### src/rtl/dilithium_pkg.sv
// Shared types and encodings for the Dilithium core arbiter.
package dilithium_pkg;

    localparam int NUM_REQ = 2;
    localparam int DATA_W  = 64;

    typedef enum logic [2:0] {
        ST_IDLE,
        ST_CHECK,
        ST_START,
        ST_RUN,
        ST_GAP
    } state_e;

    // Operation modes understood by the core; 2'b11 is reserved and rejected.
    localparam logic [1:0] MODE_KEYGEN   = 2'b00;
    localparam logic [1:0] MODE_SIGN     = 2'b01;
    localparam logic [1:0] MODE_VERIFY   = 2'b10;
    localparam logic [1:0] MODE_RESERVED = 2'b11;

    // Security levels the core implements.
    localparam logic [2:0] SEC_LVL_2 = 3'd2;
    localparam logic [2:0] SEC_LVL_3 = 3'd3;
    localparam logic [2:0] SEC_LVL_5 = 3'd5;

    // A job is acceptable when its mode is not reserved and its level is supported.
    function automatic logic job_valid(input logic [1:0] mode, input logic [2:0] sec_lvl);
        return (mode != MODE_RESERVED) &&
               ((sec_lvl == SEC_LVL_2) || (sec_lvl == SEC_LVL_3) || (sec_lvl == SEC_LVL_5));
    endfunction

endpackage

### src/rtl/rr_arbiter.sv
// Two-way round-robin picker: the pointer names the preferred requester.
module rr_arbiter (
    input  logic [1:0] req,
    input  logic       pointer,
    output logic [1:0] grant
);

    // Preferred requester wins if asking, otherwise the other one, one-hot result.
    always_comb begin
        grant = 2'b00;
        if (pointer == 1'b0) begin
            if (req[0])      grant = 2'b01;
            else if (req[1]) grant = 2'b10;
        end else begin
            if (req[1])      grant = 2'b10;
            else if (req[0]) grant = 2'b01;
        end
    end

endmodule

### src/rtl/dilithium_arbiter.sv
// Shares one Dilithium core between two requesters: round-robin pick, job
// validation, single-cycle start pulse, zero-latency stream muxing, and an
// idle gap between jobs.
module dilithium_arbiter
    import dilithium_pkg::*;
#(
    parameter int GAP_CYCLES = 1
) (
    input  logic                           clk,
    input  logic                           rst_n,
    input  logic [NUM_REQ-1:0]             req_start,
    input  logic [NUM_REQ-1:0][1:0]        req_mode,
    input  logic [NUM_REQ-1:0][2:0]        req_sec_lvl,
    output logic [NUM_REQ-1:0]             req_grant,
    output logic [NUM_REQ-1:0]             req_error,
    input  logic [NUM_REQ-1:0]             req_valid_i,
    output logic [NUM_REQ-1:0]             req_ready_i,
    input  logic [NUM_REQ-1:0][DATA_W-1:0] req_data_i,
    output logic [NUM_REQ-1:0]             req_valid_o,
    input  logic [NUM_REQ-1:0]             req_ready_o,
    output logic [NUM_REQ-1:0][DATA_W-1:0] req_data_o,
    output logic [NUM_REQ-1:0]             req_last,
    output logic                           core_start,
    output logic [1:0]                     core_mode,
    output logic [2:0]                     core_sec_lvl,
    output logic                           core_valid_i,
    input  logic                           core_ready_i,
    output logic [DATA_W-1:0]              core_data_i,
    input  logic                           core_valid_o,
    output logic                           core_ready_o,
    input  logic [DATA_W-1:0]              core_data_o,
    input  logic                           core_last
);

    state_e     state_q, state_d;
    logic       ptr_q, ptr_d;
    logic       win_q, win_d;
    logic [1:0] mode_q, mode_d;
    logic [2:0] sec_q, sec_d;
    logic [3:0] gap_cnt_q, gap_cnt_d;

    logic [1:0] rr_grant;
    logic       job_ok;
    logic       run_last;

    rr_arbiter u_rr (
        .req     (req_start),
        .pointer (ptr_q),
        .grant   (rr_grant)
    );

    assign job_ok   = job_valid(mode_q, sec_q);
    // Final output beat handshaken by the winner; that beat still goes through.
    assign run_last = (state_q == ST_RUN) && core_valid_o && req_ready_o[win_q] && core_last;

    // State and job registers; reset aborts any job in flight.
    always_ff @(posedge clk or negedge rst_n) begin
        if (!rst_n) begin
            state_q   <= ST_IDLE;
            ptr_q     <= 1'b0;
            win_q     <= 1'b0;
            mode_q    <= '0;
            sec_q     <= '0;
            gap_cnt_q <= '0;
        end else begin
            // NOTE: non-blocking so every flop samples pre-edge values regardless of statement order.
            state_q   <= state_d;
            ptr_q     <= ptr_d;
            win_q     <= win_d;
            mode_q    <= mode_d;
            sec_q     <= sec_d;
            gap_cnt_q <= gap_cnt_d;
        end
    end

    // Next-state logic: pick, validate, start, run until last beat, then gap.
    always_comb begin
        // NOTE: every target gets a hold default first so no path infers a latch.
        state_d   = state_q;
        ptr_d     = ptr_q;
        win_d     = win_q;
        mode_d    = mode_q;
        sec_d     = sec_q;
        gap_cnt_d = gap_cnt_q;
        case (state_q)
            ST_IDLE: begin
                if (rr_grant[0]) begin
                    win_d   = 1'b0;
                    mode_d  = req_mode[0];
                    sec_d   = req_sec_lvl[0];
                    state_d = ST_CHECK;
                end else if (rr_grant[1]) begin
                    win_d   = 1'b1;
                    mode_d  = req_mode[1];
                    sec_d   = req_sec_lvl[1];
                    state_d = ST_CHECK;
                end
            end
            ST_CHECK: begin
                if (job_ok) begin
                    state_d = ST_START;
                end else begin
                    ptr_d   = ~win_q;
                    state_d = ST_IDLE;
                end
            end
            ST_START: state_d = ST_RUN;
            ST_RUN: begin
                if (run_last) begin
                    ptr_d     = ~win_q;
                    gap_cnt_d = '0;
                    state_d   = ST_GAP;
                end
            end
            ST_GAP: begin
                if (gap_cnt_q == 4'(GAP_CYCLES - 1)) begin
                    gap_cnt_d = '0;
                    state_d   = ST_IDLE;
                end else begin
                    gap_cnt_d = gap_cnt_q + 4'd1;
                end
            end
            default: state_d = ST_IDLE;
        endcase
    end

    // Output decode: everything idles at zero except the winner's paths during a job.
    always_comb begin
        core_start   = 1'b0;
        core_mode    = '0;
        core_sec_lvl = '0;
        core_valid_i = 1'b0;
        core_data_i  = '0;
        core_ready_o = 1'b0;
        req_grant    = '0;
        req_error    = '0;
        req_ready_i  = '0;
        req_valid_o  = '0;
        req_data_o   = '0;
        req_last     = '0;
        case (state_q)
            ST_CHECK: begin
                if (!job_ok) req_error[win_q] = 1'b1;
            end
            ST_START: begin
                core_start       = 1'b1;
                req_grant[win_q] = 1'b1;
                core_mode        = mode_q;
                core_sec_lvl     = sec_q;
            end
            ST_RUN: begin
                req_grant[win_q]   = 1'b1;
                core_mode          = mode_q;
                core_sec_lvl       = sec_q;
                core_valid_i       = req_valid_i[win_q];
                core_data_i        = req_data_i[win_q];
                req_ready_i[win_q] = core_ready_i;
                req_valid_o[win_q] = core_valid_o;
                req_data_o[win_q]  = core_data_o;
                req_last[win_q]    = core_last;
                core_ready_o       = req_ready_o[win_q];
            end
            default: ;
        endcase
    end

endmodule

### config.mk
export PLATFORM = sky130hd
export DESIGN_NAME = dilithium_arbiter
export DESIGN_NICKNAME = d
export VERILOG_FILES = /design/src/rtl/dilithium_pkg.sv /design/src/rtl/rr_arbiter.sv /design/src/rtl/dilithium_arbiter.sv
export SDC_FILE = /design/constraint.sdc
export NUM_CORES = 1
export LEC_CHECK = 0
export ABC_AREA = 1
export CAP_MARGIN = 40
export CORE_AREA = 2 2 165 167
export CTS_BUF_LIST = sky130_fd_sc_hd__clkbuf_8
export CTS_CLUSTER_DIAMETER = 50
export DETAILED_ROUTE_END_ITERATION = 6
export DIE_AREA = 0 0 167 169
export HOLD_SLACK_MARGIN = 0.15
export SLEW_MARGIN = 30
export SYNTH_ARGS = -nofsm -noshare
export SYNTH_HDL_FRONTEND = slang
export SYNTH_SLANG_ARGS = --single-unit
### constraint.sdc
create_clock -name clk -period 1.61 [get_ports clk]
set_input_delay 0.322 -clock clk [delete_from_list [all_inputs] [get_ports clk]]
set_output_delay 0.322 -clock clk [all_outputs]
set_load 0.03 [all_outputs]
==> impl_metrics.xml, run 1 <==
<?xml version="1.0" encoding="UTF-8"?>
<metrics>
  <group name="run">
    <metric name="max-cap-violations" unit="">0</metric>
  </group>
  <group name="final_layout">
    <metric name="layout_commonest_cell" unit="">nand2_1</metric>
    <metric name="syn_to_final_growth" unit="%">216</metric>
    <metric name="most_frequent_cells_in_the_layout" unit="">nand2_1, clkdlybuf4s50_1, inv_1, buf_4, buf_6</metric>
    <metric name="antenna_cells" unit="">0</metric>
    <metric name="fraction_of_final_layout_cells_with_drive_strength_greater_than_1" unit="%">38.1</metric>
    <metric name="final_instance_area" unit="um^2">9540</metric>
    <metric name="finish.net_count" unit="">1368</metric>
  </group>
  <group name="placed_design">
    <metric name="dp_hpwl" unit="um">17300</metric>
    <metric name="dpl-instance-area" unit="um^2">8410</metric>
    <metric name="numPortBuffers" unit="">422</metric>
    <metric name="finalWeightedCongestion" unit="">0.825</metric>
  </group>
  <group name="sta">
    <metric name="slew_headroom" unit="%">83.4</metric>
    <metric name="final_hold_viol_count" unit="">0</metric>
    <metric name="grt_setup_unrepaired" unit="">yes</metric>
    <metric name="final_critical_path_setup_slack" unit="ns">-0.366</metric>
    <metric name="min_period" unit="ns">1.98</metric>
    <metric name="final.period_utilization" unit="%">123</metric>
    <metric name="transition_at_the_pin_with_the_smallest_max_transition_slack" unit="ns">0.249</metric>
    <metric name="setup_viol_count_final" unit="">212</metric>
    <metric name="timing.final.max_slew_violations" unit="">0</metric>
    <metric name="clock-skew-final" unit="ns">0.00154</metric>
    <metric name="achievable-frequency" unit="MHz">506</metric>
  </group>
  <group name="drt">
    <metric name="drc_errors" unit="">0</metric>
    <metric name="drtPass1Iterations" unit="">4</metric>
    <metric name="antenna_left" unit="">0</metric>
    <metric name="num_vias" unit="">5572</metric>
    <metric name="viasPerCell" unit="">3.73</metric>
    <metric name="initialDrtViolationCount" unit="">204</metric>
    <metric name="route.final.wire_length" unit="um">21700</metric>
    <metric name="wl_per_cell" unit="um">14.5</metric>
  </group>
  <group name="clock_network">
    <metric name="cts-hold-fix-buffers" unit="">0</metric>
    <metric name="clkLatencyLatePin" unit="ns">0.25</metric>
    <metric name="clock_tree.root_cell" unit="">clkbuf_8</metric>
    <metric name="clockBufferDepth" unit="">2</metric>
    <metric name="cts_tree" unit="">built</metric>
    <metric name="numCtsBuffers" unit="">3</metric>
    <metric name="clock_sinks" unit="">14</metric>
    <metric name="cts.clk_slew.worst_paths" unit="ns">0.06</metric>
    <metric name="clock_tree.htree_level_count" unit="">1</metric>
  </group>
  <group name="synth">
    <metric name="synthesis.instances" unit="">685</metric>
    <metric name="synth.ff_latch_count" unit="">14</metric>
    <metric name="syn-cell-area" unit="um^2">3020</metric>
    <metric name="yosys_warnings" unit="">0</metric>
    <metric name="syn_avg_cell_area" unit="um^2">4.41</metric>
    <metric name="synth_cell_type_count" unit="">22</metric>
    <metric name="synth_seq_area_share" unit="%">11.6</metric>
    <metric name="syn-num-nets" unit="">900</metric>
  </group>
  <group name="power_and_ir_drop">
    <metric name="intPower" unit="W">0.00627</metric>
    <metric name="power.switching_fraction" unit="%">52.9</metric>
    <metric name="share_clk_of_total_power" unit="%">2.6</metric>
    <metric name="p_leak" unit="nW">5.12</metric>
    <metric name="p_seq_share" unit="%">5.4</metric>
    <metric name="total_switching_power" unit="W">0.00704</metric>
    <metric name="design_power_total" unit="W">0.0133</metric>
    <metric name="power.density_cell_area" unit="nW/um^2">1400</metric>
    <metric name="power_frac_comb" unit="%">91.9</metric>
    <metric name="worst_ir_drop_vdd" unit="V">0.000744</metric>
  </group>
  <group name="floorplan">
    <metric name="top_level_ports" unit="">423</metric>
    <metric name="rows" unit="">60</metric>
    <metric name="die-width" unit="um">167</metric>
    <metric name="floorplan.initialDensity" unit="%">11.4</metric>
    <metric name="die_h" unit="um">169</metric>
    <metric name="dieArea" unit="um^2">28200</metric>
    <metric name="core_region_area" unit="um^2">26500</metric>
  </group>
  <group name="worst_setup_path">
    <metric name="critPathLaunchType" unit="">register</metric>
    <metric name="critical_path_class" unit="">register to output port</metric>
    <metric name="reg2regPathDepth" unit="">9</metric>
    <metric name="crit_path_max_fanout" unit="">6</metric>
    <metric name="timing.critical_path.from" unit="">state_q[1]</metric>
    <metric name="req_time_crit_path" unit="ns">1.29</metric>
    <metric name="slowest_delay" unit="ns">0.39</metric>
    <metric name="regToRegSetupSlack" unit="ns">-0.01</metric>
    <metric name="critical-path-slowest-cell" unit="">dfrtp_1</metric>
    <metric name="r2r-end" unit="">gap_cnt_q[1]</metric>
    <metric name="critPathArrivalTime" unit="ns">1.65</metric>
    <metric name="worst_setup_path_end_kind" unit="">output port</metric>
    <metric name="crit_path_cell_trace" unit="">buf_6, nand2_4, nor2_4, nand2_8, buf_12, buf_16, nor2_4, buf_12</metric>
    <metric name="worstReg2RegStart" unit="">win_q</metric>
  </group>
  <group name="run_status">
    <metric name="failing_checks" unit="">negative setup slack</metric>
    <metric name="run_status" unit="">finished, violations left</metric>
  </group>
  <group name="grt">
    <metric name="antenna_violations_before_repair" unit="">0</metric>
    <metric name="grt_pass1_vias" unit="">5235</metric>
    <metric name="global_route.usage.total" unit="%">13.7</metric>
    <metric name="globalRoute.busiestLayer" unit="">met2</metric>
    <metric name="gr-total-overflow" unit="">0</metric>
    <metric name="grt_pass1_wl" unit="um">30800</metric>
    <metric name="grt_max_degree" unit="">23</metric>
    <metric name="met3_use_gr" unit="%">2.03</metric>
    <metric name="met2_layer_usage_reported_by_global_route" unit="%">24.5</metric>
    <metric name="grtUsageMet1" unit="%">17.9</metric>
  </group>
  <group name="worst_hold_path">
    <metric name="worst_hold_path_type" unit="">primary input to async pin</metric>
  </group>
</metrics>
worst max path at each step:
stage	cells past startpoint	endpoint	slack [ns]
4_1_cts	8	core_data_i[0]	-0.32
2_1_floorplan	7	req_data_o[100]	-0.14
6_report	8	req_data_o[13]	-0.37
3_5_place_dp	4	req_valid_o[1]	-0.15
3_3_place_gp	4	req_valid_o[1]	-0.13
5_1_grt	8	req_data_o[125]	-0.45
worst max-delay path, delay by kind of cell (launching register included):
| kind | cells | cell delay (ns) |
|---|---|---|
| buf+inv | 4 | 0.56 |
| simple gates | 4 | 0.45 |
| flops | 1 | 0.39 |
power by group through the flow:
stage / Sequential, W / Clock (W) / Combinational [W]
finish: 0.000721 / 0.000352 / 0.0122
global route: 0.000748 / 0.000377 / 0.0131
global placement: 0.000693 / 0 / 0.0103
detailed placement: 0.000705 / 0 / 0.0104
CTS: 0.000707 / 0.000362 / 0.0112
floorplan: 0.000645 / 0 / 0.00558
what timing repair did:
item / CTS / global route
setup buffers: 1 / 11
pin swaps: 1 / 11
endpoints found under the hold margin: 0 / 0
setup endpoints to repair: 206 / 214
resized for setup: 67 / 134
gates cloned: 4 / 6
cell families (layout without fill, tap and decap cells):
| group | Yosys count | in the layout | share of synthesized area (%) |
|---|---|---|---|
| compound gates | 12 | 12 | 2.61 |
| xor+xnor | 1 | 1 | 0.290 |
| buf+inv | 190 | 657 | 25.5 |
| fa+ha+maj | 2 | 2 | 0.828 |
| simple gates | 466 | 466 | 59.2 |
| flops | 14 | 14 | 11.6 |
Yosys cell counts (all sizes together):
| master | count | share of area (%) |
|---|---|---|
| o21a | 5 | 1.2 |
| clkbuf | 13 | 1.6 |
| inv | 153 | 19 |
| xor2 | 1 | 0.29 |
| nand4 | 2 | 0.41 |
| o21bai | 1 | 0.25 |
| ha | 2 | 0.83 |
| a31o | 1 | 0.29 |
| nand3 | 15 | 2.5 |
| nor3 | 1 | 0.17 |
| nand3b | 1 | 0.25 |
| buf | 24 | 4.9 |
| dfrtp | 14 | 12 |
| o21ai | 2 | 0.33 |
| a21oi | 3 | 0.50 |
| nand2 | 300 | 38 |
| nor2 | 147 | 18 |
area by class of cell:
type | instances | area (um^2)
Timing Repair Buffer | 500 | 5560
Multi-Input combinational cell | 481 | 2560
Tap cell | 341 | 427
Sequential cell | 14 | 352
Clock buffer | 4 | 55.1
Inverter | 153 | 582
Fill cell | 2766 | 17000
flip-flops by register name, summed over array words and instances (netlist names):
| register | count |
|---|---|
| win_q | 1 |
| state_q | 3 |
| gap_cnt_q | 4 |
| ptr_q | 1 |
| sec_q | 3 |
| mode_q | 2 |
per-stage QoR:
step                instances  worst slack [ns]  hold slack (ns)  utilization, %  TNS (ns)
global route             1493            -0.450            0.388            36.0    -73.35
finish                   1493            -0.366            0.371            36.0    -54.49
CTS                      1476            -0.321            0.375            33.4    -54.36
detailed placement       1467            -0.149            0.480            31.7     -2.05
floorplan                 685            -0.135           0.0264               -    -10.72
global placement         1467            -0.129            0.479            31.7    -0.800
metal layers:
metal	wire (um)	up-vias	part of all wire [%]
met1	9390	2488	43
met5	0	-	0
li1	-	2847	-
met3	1190	13	5.5
met2	10900	224	50
met4	182	0	0.84
Power figures use the tool's default switching activity.
==> inputs of run 2 (changes only) <==
REMOVE_ABC_BUFFERS = 1   (was unset)
==> run 2 against run 1 <==
Effect of this change:
- the flow still finishes with violations (negative setup slack)
- design area down 4.8%
- critical endpoint is now core_data_i[56]
- first-iteration DRC count down 25%
- sequential share of layout area up 0.19 points
- routed wire length down 8.3%
- die area unchanged
- setup slack better by 0.092 ns
- critical path depth up 1
- via count about the same
- combinational power about the same
- count of clock-buffer cells in the layout unchanged
==> impl_metrics.xml, run 2 (same netlist as run 1, synthesis figures left out) <==
<?xml version="1.0" encoding="UTF-8"?>
<metrics>
  <group name="floorplan">
    <metric name="die_h" unit="um">169</metric>
    <metric name="core_region_area" unit="um^2">26500</metric>
    <metric name="top_level_ports" unit="">423</metric>
    <metric name="die-width" unit="um">167</metric>
    <metric name="floorplan.initialDensity" unit="%">11.4</metric>
    <metric name="rows" unit="">60</metric>
    <metric name="dieArea" unit="um^2">28200</metric>
  </group>
  <group name="sta">
    <metric name="finalHoldWorstSlack" unit="ns">0.381</metric>
    <metric name="final.period_utilization" unit="%">117</metric>
    <metric name="achievable-frequency" unit="MHz">531</metric>
    <metric name="timing.final.max_slew_violations" unit="">0</metric>
    <metric name="setup_viol_count_final" unit="">207</metric>
    <metric name="final_hold_viol_count" unit="">0</metric>
    <metric name="final_critical_path_setup_slack" unit="ns">-0.275</metric>
    <metric name="grt_setup_unrepaired" unit="">yes</metric>
    <metric name="slew_headroom" unit="%">78.0</metric>
    <metric name="clock-skew-final" unit="ns">0.00665</metric>
    <metric name="transition_at_the_pin_with_the_smallest_max_transition_slack" unit="ns">0.329</metric>
    <metric name="min_period" unit="ns">1.88</metric>
  </group>
  <group name="placed_design">
    <metric name="numPortBuffers" unit="">422</metric>
    <metric name="dp_hpwl" unit="um">15300</metric>
    <metric name="finalWeightedCongestion" unit="">0.774</metric>
    <metric name="dpl-instance-area" unit="um^2">7670</metric>
  </group>
  <group name="grt">
    <metric name="grt_max_degree" unit="">27</metric>
    <metric name="grt_pass1_wl" unit="um">28300</metric>
    <metric name="antenna_violations_before_repair" unit="">0</metric>
    <metric name="gr-total-overflow" unit="">0</metric>
    <metric name="global_route.usage.total" unit="%">12.4</metric>
    <metric name="grt_pass1_vias" unit="">5382</metric>
  </group>
  <group name="power_and_ir_drop">
    <metric name="share_clk_of_total_power" unit="%">2.7</metric>
    <metric name="total_switching_power" unit="W">0.00681</metric>
    <metric name="intPower" unit="W">0.00615</metric>
    <metric name="worst_ir_drop_vdd" unit="V">0.000654</metric>
    <metric name="power.switching_fraction" unit="%">52.6</metric>
    <metric name="power.density_cell_area" unit="nW/um^2">1430</metric>
    <metric name="p_seq_share" unit="%">5.5</metric>
    <metric name="p_leak" unit="nW">5.07</metric>
    <metric name="power_frac_comb" unit="%">91.9</metric>
    <metric name="design_power_total" unit="W">0.0130</metric>
  </group>
  <group name="drt">
    <metric name="drc_errors" unit="">0</metric>
    <metric name="initialDrtViolationCount" unit="">152</metric>
    <metric name="antenna_left" unit="">0</metric>
    <metric name="wl_per_cell" unit="um">13.2</metric>
    <metric name="route.final.wire_length" unit="um">19900</metric>
    <metric name="num_vias" unit="">5567</metric>
    <metric name="drtPass1Iterations" unit="">4</metric>
    <metric name="viasPerCell" unit="">3.70</metric>
  </group>
  <group name="final_layout">
    <metric name="final_instance_area" unit="um^2">9070</metric>
    <metric name="layout_commonest_cell" unit="">nand2_1</metric>
    <metric name="finish.net_count" unit="">1378</metric>
    <metric name="fraction_of_final_layout_cells_with_drive_strength_greater_than_1" unit="%">35.0</metric>
    <metric name="most_frequent_cells_in_the_layout" unit="">nand2_1, clkdlybuf4s50_1, inv_1, buf_4, buf_6</metric>
    <metric name="max_ffs_per_register" unit="">4</metric>
    <metric name="final_util" unit="%">34.2</metric>
    <metric name="max_flop_register" unit="">gap_cnt_q</metric>
    <metric name="antenna_cells" unit="">0</metric>
    <metric name="biggestRegsByFlops" unit="">gap_cnt_q (4), sec_q (3), state_q (3)</metric>
    <metric name="syn_to_final_growth" unit="%">200</metric>
  </group>
  <group name="worst_setup_path">
    <metric name="crit_path_max_fanout" unit="">5</metric>
    <metric name="req_time_crit_path" unit="ns">1.29</metric>
    <metric name="critPathArrivalTime" unit="ns">1.56</metric>
    <metric name="critical-path-slowest-cell" unit="">dfrtp_1</metric>
    <metric name="cp.buffers_inverters" unit="">7</metric>
    <metric name="critical_path_class" unit="">register to output port</metric>
    <metric name="critPathLaunchType" unit="">register</metric>
    <metric name="critical-path-top-delay-family" unit="">buffers and inverters</metric>
    <metric name="crit_path_cell_trace" unit="">inv_2, nand3_2, inv_4, buf_12, buf_16, clkbuf_16, nand2_1, inv_1, buf_6</metric>
    <metric name="worst_setup_path_end_kind" unit="">output port</metric>
    <metric name="slowest_delay" unit="ns">0.37</metric>
  </group>
  <group name="clock_network">
    <metric name="cts.clk_slew.worst_paths" unit="ns">0.06</metric>
    <metric name="cts_tree" unit="">built</metric>
    <metric name="clock_sinks" unit="">14</metric>
    <metric name="clock_tree.root_cell" unit="">clkbuf_8</metric>
    <metric name="clkLatencyLatePin" unit="ns">0.25</metric>
    <metric name="clockBufferDepth" unit="">2</metric>
    <metric name="clock_tree.htree_level_count" unit="">1</metric>
    <metric name="numCtsBuffers" unit="">3</metric>
  </group>
  <group name="run">
    <metric name="max-cap-violations" unit="">0</metric>
  </group>
  <group name="run_status">
    <metric name="failing_checks" unit="">negative setup slack</metric>
    <metric name="run_status" unit="">finished, violations left</metric>
  </group>
  <group name="worst_hold_path">
    <metric name="worst_hold_path_type" unit="">primary input to async pin</metric>
  </group>
</metrics>
## run 2: area by class of cell
| class | count | area (um^2) |
|---|---|---|
| clock buffer | 4 | 55.1 |
| inverter | 153 | 582 |
| multi-input combinational | 481 | 2280 |
| fill | 2822 | 17400 |
| sequential | 14 | 352 |
| tap | 341 | 427 |
| timing repair buffer | 510 | 5380 |
## run 2: layer usage
metal / GRT usage [%] / part of all wire [%] / vias up
met3: 2.27 / 6.0 / 20
met1: 14.2 / 40 / 2457
met5: 0 / 0 / -
met2: 24.2 / 53 / 222
met4: 1.61 / 0.91 / 0
li1: - / - / 2868
## run 2: path summary, 6_finish.rpt
check                      cells after the start         endpoint  slack (ns)  startpoint
max                                            9  core_data_i[56]       -0.27  state_q[2]
min                                            2     gap_cnt_q[2]        0.38       rst_n
max reg2reg                                    9     gap_cnt_q[1]        0.05  state_q[2]
min reg2reg                                    2            ptr_q        0.48       ptr_q
max in group asynchronous                      2            win_q        1.03       rst_n
min in group clk                               2            ptr_q        0.48       ptr_q
## run 2: timing repair
| action | CTS | global route |
|---|---|---|
| pin swaps | 1 | 3 |
| endpoints found under the hold margin | 0 | 0 |
| hold buffers | 0 | 0 |
| setup endpoints to repair | 206 | 213 |
| gates cloned | 5 | 7 |
| resized for setup | 178 | 103 |
| setup buffers | 12 | 3 |
## run 2: power by group through the flow
stage | registers (W) | logic, W | clock network (W)
5_1_grt | 0.000742 | 0.0127 | 0.000389
6_report | 0.000709 | 0.0119 | 0.000345
3_3_place_gp | 0.000688 | 0.00943 | 0
3_5_place_dp | 0.000698 | 0.00946 | 0
4_1_cts | 0.000710 | 0.0110 | 0.000361
2_1_floorplan | 0.000809 | 0.00473 | 0
## run 2: metrics by stage
step                setup TNS (ns)  setup slack [ns]  std cells
floorplan                  -290.85             -1.65        648
global placement             -1.10           -0.0532       1473
detailed placement           -1.88           -0.0633       1473
CTS                         -49.40            -0.293       1493
global route                -60.97            -0.369       1503
finish                      -44.07            -0.275       1503
==> patch: new RTL, config.mk and constraints of run 2 <==
Register the output `req_error`, with the module's reset; this adds one clock of latency there. The other outputs are not delayed to match.
--- a/src/rtl/dilithium_arbiter.sv
+++ b/src/rtl/dilithium_arbiter.sv
@@ -32,4 +32,6 @@
     input  logic                           core_last
 );
+
+    logic [NUM_REQ-1:0] req_error_d;
 
     state_e     state_q, state_d;
@@ -134,5 +136,5 @@
         core_ready_o = 1'b0;
         req_grant    = '0;
-        req_error    = '0;
+        req_error_d  = '0;
         req_ready_i  = '0;
         req_valid_o  = '0;
@@ -141,5 +143,5 @@
         case (state_q)
             ST_CHECK: begin
-                if (!job_ok) req_error[win_q] = 1'b1;
+                if (!job_ok) req_error_d[win_q] = 1'b1;
             end
             ST_START: begin
@@ -165,4 +167,12 @@
     end
 
+    always_ff @(posedge clk or negedge rst_n) begin
+        if (!rst_n) begin
+            req_error <= '0;
+        end else begin
+            req_error <= req_error_d;
+        end
+    end
+
 endmodule
 
Behaviour: not the same (Yosys sat finds a counterexample within 4 cycles, from zero or initial values and one cycle with rst_n low).
==> patch against run 2 <==
The run still ends with setup timing left; sequential cell count rose by 2; synthesized cell count fell by 29%; worst setup slack got worse by 0.11 ns; routed wire length fell by 7.1%; final area fell by 13%; critical path depth fell by 1; combinational power fell by 23%; utilization fell by 4.6 points; area after synthesis fell by 15%; power fell by 21%; largest power group unchanged.
==> patch: results (changes against run 2) <==
metric,value,unit,change
setup_violations,209,,was 207
grt_pass1_vias,4349,,"was 5,382"
drt-initial-drc-count,163,,was 152
yosys.cell_types.count,21,,was 22
worstPathArrival,1.67,ns,was 1.56 ns
fin_skew,0.002434,ns,was 0.006650 ns
synth-xor-area-share,0.6793,%,was 0.2899%
max-vdd-ir-drop,0.0007784,V,was 0.0006544 V
slew_headroom,75.49,%,was 78.01%
r2r_end,gap_cnt_q[3]$_DFFE_PN0P_,,was gap_cnt_q[1]$_DFFE_PN0P_
violations,setup timing,,unchanged
dp_hpwl,13380,µm,"was 15,330 µm"
fin_ws,-0.3823,ns,was -0.2745 ns
nets,1147,,"was 1,378"
gp_congestion,0.7858,,was 0.7735
status,"complete, but fails checks",,unchanged
dp.cells,1247,,"was 1,473"
switching_share,53.92,%,was 52.57%
grt_max_degree,66,,was 27
crit_fanout,8,,was 5
grt_pass1_wl,24760,µm,"was 28,260 µm"
drive_gt1_share,34.69,%,was 35.03%
via_per_inst,3.716,,was 3.704
p_leak,4.239,nW,was 5.069 nW
yosysTopAreaCellShare,21.54,%,was 36.89%
synth_adder_area_share,0.9704,%,was 0.8282%
synth-seq-area-share,15.53,%,was 11.59%
## patch: changes by cell type in the layout (fill, tap and decap cells not counted), moves of 15 or more
| cell | delta |
|---|---|
| nand2_1 | -236 |
| buf_12 | -16 |
| buf_6 | -21 |
| nand2_2 | -16 |
| nor2_4 | -15 |
| a22oi_1 | +53 |
| nor2_1 | +20 |
## patch: power by group through the flow
stage	Sequential, mW	Clock (mW)	Combinational, mW
finish	0.723	0.364	9.18
global route	0.753	0.392	9.71
global placement	0.724	0	7.48
floorplan	0.762	0	4.11
detailed placement	0.731	0	7.50
CTS	0.726	0.375	8.58
## patch: worst max path at each step
stage,startpoint,to,slack (ns),depth (start not counted)
after floorplan,state_q[2]$_DFFE_PN0P_,req_data_o[100],-1.19,5
after global placement,state_q[2]$_DFFE_PN0P_,core_data_i[4],-0.14,7
after detailed placement,state_q[2]$_DFFE_PN0P_,core_data_i[44],-0.14,7
after CTS,state_q[2]$_DFFE_PN0P_,core_data_i[53],-0.40,9
after global routing,state_q[2]$_DFFE_PN0P_,req_data_o[37],-0.46,8
final,state_q[2]$_DFFE_PN0P_,core_data_i[16],-0.38,8
## patch: area by class of cell
type,instances,area (µm²)
inverters,154,595.6
repair buffers,470,4750
fillers,2807,18630
flip-flops and latches,16,400.4
multi-input cells,287,1640
well taps,341,426.7
clock buffers,4,55.05
## patch: per-stage QoR
| step | setup WS [ns] | utilization, % | setup TNS, ns | total power, mW | cell area (µm²) |
|---|---|---|---|---|---|
| 6_report | -0.3823 | 29.69 | -67.17 | 10.27 | 7868 |
| 3_3_place_gp | -0.1366 | 25.63 | -10.36 | 8.205 | 6792 |
| 5_1_grt | -0.4598 | 29.69 | -83.25 | 10.85 | 7868 |
| 4_1_cts | -0.3975 | 28.05 | -67.42 | 9.677 | 7432 |
| 2_1_floorplan | -1.195 | - | -190.53 | 4.874 | 2396 |
| 3_5_place_dp | -0.1362 | 25.63 | -13.14 | 8.229 | 6792 |
## patch: worst max-delay path, delay by kind of cell, from the launching register on
family          cells  cell delay [ns]
compound gates      1             0.09
simple gates        2             0.25
flops               1             0.40
buf+inv             5             0.65
## patch: cell families after synthesis
| logic type | count (synthesis) |
|---|---|
| and+or+nand+nor | 207 |
| xor gates and xnor gates | 2 |
| DFF | 16 |
| adders and majority gates | 2 |
| buffers and inverters | 183 |
| AOI/OAI and AO/OA | 76 |
## patch: what timing repair did
action	in CTS	in global routing
gates resized for setup	100	92
setup endpoints to repair	209	211
buffers inserted	9	3
pin swaps	2	6
gates cloned	6	6
## patch: layer usage
| layer | track usage, % | vias up | share of wire [%] |
|---|---|---|---|
| li1 | - | 2337 | - |
| met1 | 13.61 | 2170 | 42 |
| met2 | 20.06 | 209 | 52 |
| met3 | 1.567 | 11 | 5.8 |
| met4 | 1.237 | 0 | 0.46 |
| met5 | 0 | - | 0 |
